[src/rtl/dense_issue_scheduler.sv]
// Paces buffered feature words into a time-multiplexed dense layer: one issue per II cycles at most,
// with the number of words inside the layer capped. Optional counters: define DENSE_SCHED_STATS_EN.
module dense_issue_scheduler #(
   parameter int DATA_W       = 128,
   parameter int II           = 63,
   parameter int FIFO_DEPTH   = 4,
   parameter int MAX_INFLIGHT = 2
) (
   input  logic                                clk,
   input  logic                                rst,
   input  logic                                s_vld,
   output logic                                s_rdy,
   input  logic [DATA_W-1:0]                   s_data,
   output logic                                layer_vld_in,
   output logic [DATA_W-1:0]                   layer_data_in,
   input  logic                                layer_vld_out,
   output logic [$clog2(FIFO_DEPTH):0]         fifo_level,
   output logic [$clog2(MAX_INFLIGHT):0]       inflight,
   output logic                                err
`ifdef DENSE_SCHED_STATS_EN
   ,
   output logic [31:0]                         issue_cnt,
   output logic [31:0]                         stall_cnt
`endif
);

   localparam int AW = $clog2(FIFO_DEPTH);
   localparam int LW = AW + 1;
   localparam int IW = $clog2(MAX_INFLIGHT) + 1;
   localparam int CW = $clog2(II);

   localparam logic [LW-1:0] LVL_FULL = LW'(FIFO_DEPTH);
   localparam logic [LW-1:0] LVL_ZERO = LW'(0);
   localparam logic [IW-1:0] INF_MAX  = IW'(MAX_INFLIGHT);
   localparam logic [IW-1:0] INF_ZERO = IW'(0);
   localparam logic [CW-1:0] CD_LOAD  = CW'(II - 1);
   localparam logic [CW-1:0] CD_ZERO  = CW'(0);

   localparam logic [1:0] ST_IDLE  = 2'd0;
   localparam logic [1:0] ST_ISSUE = 2'd1;
   localparam logic [1:0] ST_COOL  = 2'd2;

   logic [DATA_W-1:0] r_mem [FIFO_DEPTH];
   logic [AW-1:0]     r_wr_ptr;
   logic [AW-1:0]     r_rd_ptr;
   logic [LW-1:0]     r_level;
   logic [CW-1:0]     r_cd;
   logic [IW-1:0]     r_inflight;
   logic              r_err;
   logic              r_vld_in;
   logic [DATA_W-1:0] r_data_in;
   logic [1:0]        r_state;

   logic              w_push;
   logic              w_issue;
   logic              w_retire;
   logic              w_spurious;
   logic [LW-1:0]     w_level_next;
   logic [IW-1:0]     w_inflight_next;
   logic [CW-1:0]     w_cd_next;
   logic [1:0]        w_state_next;

   assign s_rdy      = (r_level != LVL_FULL) && !rst;
   assign w_push     = s_vld && s_rdy;
   // Issue decision looks only at registered state, so a word pushed this edge issues next edge.
   assign w_issue    = (r_level != LVL_ZERO) && (r_cd == CD_ZERO) &&
                       (r_inflight < INF_MAX) && (r_state != ST_ISSUE);
   assign w_retire   = layer_vld_out && (r_inflight != INF_ZERO);
   assign w_spurious = layer_vld_out && (r_inflight == INF_ZERO);

   // Occupancy and in-flight count bookkeeping.
   always_comb begin
      w_level_next    = r_level;
      w_inflight_next = r_inflight;
      case ({w_push, w_issue})
         2'b10:   w_level_next = r_level + LW'(1);
         2'b01:   w_level_next = r_level - LW'(1);
         default: w_level_next = r_level;
      endcase
      case ({w_issue, w_retire})
         2'b10:   w_inflight_next = r_inflight + IW'(1);
         2'b01:   w_inflight_next = r_inflight - IW'(1);
         default: w_inflight_next = r_inflight;
      endcase
   end

   // Cooldown counter and pacing state machine.
   always_comb begin
      w_cd_next    = r_cd;
      w_state_next = r_state;
      if (w_issue) begin
         w_cd_next = CD_LOAD;
      end else if (r_cd != CD_ZERO) begin
         w_cd_next = r_cd - CW'(1);
      end else begin
         w_cd_next = r_cd;
      end
      case (r_state)
         ST_IDLE:  w_state_next = w_issue ? ST_ISSUE : ST_IDLE;
         ST_ISSUE: w_state_next = (w_cd_next != CD_ZERO) ? ST_COOL : ST_IDLE;
         ST_COOL: begin
            if (w_issue) begin
               w_state_next = ST_ISSUE;
            end else if (w_cd_next == CD_ZERO) begin
               w_state_next = ST_IDLE;
            end else begin
               w_state_next = ST_COOL;
            end
         end
         default:  w_state_next = ST_IDLE;
      endcase
   end

   // FIFO storage; contents need no reset since the level gates every read.
   always_ff @(posedge clk) begin
      if (w_push) begin
         r_mem[r_wr_ptr] <= s_data;
      end
   end

   // Control registers and registered layer-side outputs.
   always_ff @(posedge clk) begin
      if (rst) begin
         r_wr_ptr   <= AW'(0);
         r_rd_ptr   <= AW'(0);
         r_level    <= LVL_ZERO;
         r_cd       <= CD_ZERO;
         r_inflight <= INF_ZERO;
         r_err      <= 1'b0;
         r_vld_in   <= 1'b0;
         r_data_in  <= DATA_W'(0);
         r_state    <= ST_IDLE;
      end else begin
         if (w_push) begin
            r_wr_ptr <= r_wr_ptr + AW'(1);
         end
         if (w_issue) begin
            r_rd_ptr  <= r_rd_ptr + AW'(1);
            r_data_in <= r_mem[r_rd_ptr];
         end
         if (w_spurious) begin
            r_err <= 1'b1;
         end
         r_level    <= w_level_next;
         r_inflight <= w_inflight_next;
         r_cd       <= w_cd_next;
         r_state    <= w_state_next;
         r_vld_in   <= w_issue;
      end
   end

   assign layer_vld_in  = r_vld_in;
   assign layer_data_in = r_data_in;
   assign fifo_level    = r_level;
   assign inflight      = r_inflight;
   assign err           = r_err;

`ifdef DENSE_SCHED_STATS_EN
   logic [31:0] r_issue_cnt;
   logic [31:0] r_stall_cnt;
   logic        w_stall;

   assign w_stall = (r_level != LVL_ZERO) && (r_cd == CD_ZERO) && (r_inflight >= INF_MAX);

   // Saturating issue and cap-stall counters.
   always_ff @(posedge clk) begin
      if (rst) begin
         r_issue_cnt <= 32'd0;
         r_stall_cnt <= 32'd0;
      end else begin
         if (w_issue && (r_issue_cnt != 32'hFFFF_FFFF)) begin
            r_issue_cnt <= r_issue_cnt + 32'd1;
         end
         if (w_stall && (r_stall_cnt != 32'hFFFF_FFFF)) begin
            r_stall_cnt <= r_stall_cnt + 32'd1;
         end
      end
   end

   assign issue_cnt = r_issue_cnt;
   assign stall_cnt = r_stall_cnt;
`endif

endmodule

[config.mk]
export PLATFORM = sky130hd
export DESIGN_NAME = dense_issue_scheduler
export DESIGN_NICKNAME = d
export VERILOG_FILES = /design/src/rtl/dense_issue_scheduler.sv
export SDC_FILE = /design/constraint.sdc
export NUM_CORES = 1
export LEC_CHECK = 0
export CORE_ASPECT_RATIO = 1.25
export CORE_MARGIN = 2
export CORE_UTILIZATION = 50
export DETAILED_ROUTE_END_ITERATION = 8
export HOLD_SLACK_MARGIN = 0.12
export PLACE_DENSITY_LB_ADDON = 0.15
export SLEW_MARGIN = 10
export SYNTH_ARGS = -nofsm -noshare
export SYNTH_HDL_FRONTEND = slang
export SYNTH_SLANG_ARGS = --single-unit
[constraint.sdc]
create_clock -name clk -period 6 [get_ports clk]
set_input_delay 1.8 -clock clk [delete_from_list [all_inputs] [get_ports clk]]
set_output_delay 1.8 -clock clk [all_outputs]
set_load 0.005 [all_outputs]
==> impl_metrics.toml <==
[synthesis]
yosys.cell_types.count = 37
syn-num-nets = 1509
synth_area_per_cell_um2 = 17.63
number_of_register_bits_inferred_by_synthesis = 659
synth_cells = 1369
ys_seq_area_share_pct = 75.87
synthesis.yosys.warnings = 0
syn-cell-area_um2 = 24140

[routing]
top_layer = "met5"
total_via_count_in_the_routed_design = 13249
wirelength_mm = 53.93
drc_errors = 0
first_pass_iteration_count_of_the_detailed_router = 5
detailroute.wirelength.met2_mm = 27.22
routedWlPerCell_um = 23.25
route.met3.wl_mm = 3.209
avgViaCountPerCell = 5.713
ant_nets = 0
wirelength_met1_mm = 22.30
drtIter0Drc = 801

[grt]
overflow = 0
grt_pass1_vias = 13628
grt_max_degree = 106
grt_pass1_wl_mm = 82.45
grt_antenna_before_repair = 11
grtUsageTotal_pct = 21.62

[cts]
cts_buffer_depth = 3
cts.reportedPaths.clkPinSlew_ns = 0.06
cts-root-buf = "sky130_fd_sc_hd__clkbuf_16"
cts_hold_bufs = 0
cts_post_setup_buffers_inserted = 0
cts_tree = "built"
cts.repair.resized = 0
clock_sink_count = 659
htree_num_levels = 2
cts_made_buffers = 60
clock_latency_ns = 0.60

[floorplanning]
floorplan.initialDensity_pct = 50.33
io_pins = 268
fp.coreArea_um2 = 47970
floorplan.die.width_um = 200.5
floorplan.die.height_um = 249.7
fp.dieArea_um2 = 50070
placementRows = 90

[power_and_ir_drop]
combinationalPowerShare_pct = 19.3
power.clock.fraction_pct = 32.2
total_power_w = 0.01138
power.internal_w = 0.008434
p_leak_nw = 9.079
p_sw_share_pct = 25.88
seqPwrFrac_pct = 48.5
cellPowerDensity_nw_per_um2 = 387.1
power_switching_w = 0.002945
worst_ir_drop_vdd_mv = 0.2501

[setup_path]
req_time_crit_path_ns = 4.20
path_max_fanout = 78
critical_path_arrival_ns = 3.03
critical_path_class = "in2out"
setup.worst_path.start_class = "input port"
critPathCaptureType = "primary output"

[sta]
report.final.slew_viol_count = 0
timing.final.setup_violations = 0
fmax_achieved_mhz = 206.8
timing.max_slew.rel_slack_pct = 20.72
clock_tree_skew_after_final_layout_ns = 0.01304
fin_crit_sh_pct = 80.57
hold_viol = 0
finalWorstPathRequiredPeriod_ns = 4.834
grt_setup_unrepaired = "no"
worst_pin_slew_ns = 1.182
totalNegativeSetupSlack_ns = 0

[placement]
placedCellCount = 2200
gp_congestion = 0.7434
hpwlAfterDp_mm = 31.62
port-buffer-count = 267

[outcome]
run_status = "finished, final reports clean"

[cells_and_area]
n_fill_cell = 3596
final-instance-count-excl-fill = 2319
drive_above_1_share_pct = 15.22
area_delta_synth_final_pct = 21.77
layout.nets = 1758

[job]
drv_cap = 0

[hold_path]
hold_path_class = "reg2reg"
[cells in the final DEF (no fill, tap or decap), types with 3 or more instances in the layout]
cell type	count
sky130_fd_sc_hd__diode_2	6
sky130_fd_sc_hd__buf_12	7
sky130_fd_sc_hd__nor3_1	6
sky130_fd_sc_hd__clkinv_2	18
sky130_fd_sc_hd__a21oi_1	138
sky130_fd_sc_hd__clkdlybuf4s50_1	266
sky130_fd_sc_hd__or3_1	3
sky130_fd_sc_hd__buf_4	17
sky130_fd_sc_hd__and2_4	4
sky130_fd_sc_hd__o21ai_0	135
sky130_fd_sc_hd__bufinv_16	4
sky130_fd_sc_hd__nand3_1	128
sky130_fd_sc_hd__inv_1	11
sky130_fd_sc_hd__nor2_1	11
sky130_fd_sc_hd__edfxtp_1	512
sky130_fd_sc_hd__xor2_1	4
sky130_fd_sc_hd__clkinv_1	8
sky130_fd_sc_hd__nand2_1	6
sky130_fd_sc_hd__clkbuf_1	17
sky130_fd_sc_hd__xnor2_1	4
sky130_fd_sc_hd__dfxtp_1	145
sky130_fd_sc_hd__mux4_2	128
sky130_fd_sc_hd__clkbuf_16	61
sky130_fd_sc_hd__ha_1	7
[synth_stat cells (all sizes together)]
master / count / area, um2
or3: 4 / 30.03
edfxtp: 512 / 15370
or4b: 1 / 10.01
fa: 1 / 20.02
a31oi: 2 / 12.51
nor3: 6 / 30.03
inv: 11 / 41.29
nand3: 128 / 640.6
xnor2: 4 / 35.03
a211oi: 1 / 7.510
a311oi: 1 / 8.760
a21oi: 138 / 690.7
o21ai: 135 / 675.7
nor4: 1 / 6.260
nand2: 6 / 22.52
buf: 26 / 130.1
nand2b: 3 / 18.77
and3b: 1 / 8.760
nand4: 1 / 6.260
clkbuf: 77 / 290.3
mux4: 128 / 2883
xor2: 4 / 35.03
dfxtp: 147 / 2943
ha: 7 / 87.58
nor2b: 3 / 18.77
o31ai: 1 / 7.510
or4: 1 / 7.510
a2111oi: 1 / 8.760
mux2i: 1 / 10.01
and2: 4 / 25.02
or2: 1 / 6.260
nor2: 11 / 41.29
a31o: 1 / 8.760
[stage by stage]
stage | setup slack (ns) | instance area, um2 | hold WS, ns | utilization (%)
4_1_cts | 1.127 | 29380 | 0.4767 | 61.25
3_3_place_gp | 1.145 | 27500 | 0.4551 | 57.33
6_report | 1.166 | 29400 | 0.4694 | 61.28
2_1_floorplan | 0.01670 | 24140 | 0.4604 | -
3_5_place_dp | 1.130 | 27500 | 0.4624 | 57.33
5_1_grt | 1.066 | 29390 | 0.4974 | 61.27
[worst max-delay path, cell delays in order]
cell,delay [ns]
sky130_fd_sc_hd__buf_4,0.66
sky130_fd_sc_hd__a21oi_1,0.07
sky130_fd_sc_hd__clkdlybuf4s50_1,0.48
[state kept, by name (all words and copies together), names as in the netlist, 2 cells and up]
name           count
inflight           2
r_state            2
r_rd_ptr           2
r_cd               6
r_mem            512
layer_data_in    128
fifo_level         3
r_wr_ptr           2
[worst paths after layout]
check	to	startpoint	cells past startpoint	slack [ns]
hold reg to reg	err	err	2	0.47
hold / removal	err	err	2	0.47
setup reg to reg	fifo_level[2]	r_cd[0]	13	2.20
setup / recovery	s_rdy	rst	3	1.17
[power groups by stage]
stage	combinational (W)	sequential (W)	clock (W)
global placement	0.00219	0.00561	0
finish	0.00219	0.00552	0.00366
detailed placement	0.00222	0.00563	0
global route	0.00240	0.00557	0.00390
CTS	0.00223	0.00553	0.00373
floorplan	0.00136	0.00553	0
[cell families (layout without fill, tap and decap cells)]
group	Yosys count	count (layout)	share of synthesized area, %
buf+inv	114	414	1.912
simple gates	171	171	3.612
flops	659	659	75.87
compound gates	280	280	5.882
fa+ha+maj	8	8	0.4457
mux	129	129	11.98
xor+xnor	8	8	0.2902
other cells	0	6	0
[layout make-up]
cell class | instances | area [um2] | area share, %
sequential | 659 | 18330 | 62.33
multi-input combinational | 596 | 5398 | 18.36
timing repair buffer | 290 | 2930 | 9.968
clock buffer | 80 | 1618 | 5.503
tap | 644 | 805.8 | 2.741
clock inverter | 33 | 265.3 | 0.9023
inverter | 11 | 41.29 | 0.1404
antenna | 6 | 15.01 | 0.05107
[routing by layer]
layer | global-route usage [%] | vias to the layer above
li1 | - | 5923
met1 | 29.00 | 6832
met2 | 36.43 | 401
met3 | 4.205 | 83
met4 | 5.989 | 10
met5 | 0 | -
Note: power is estimated with default switching activity, not from simulation.
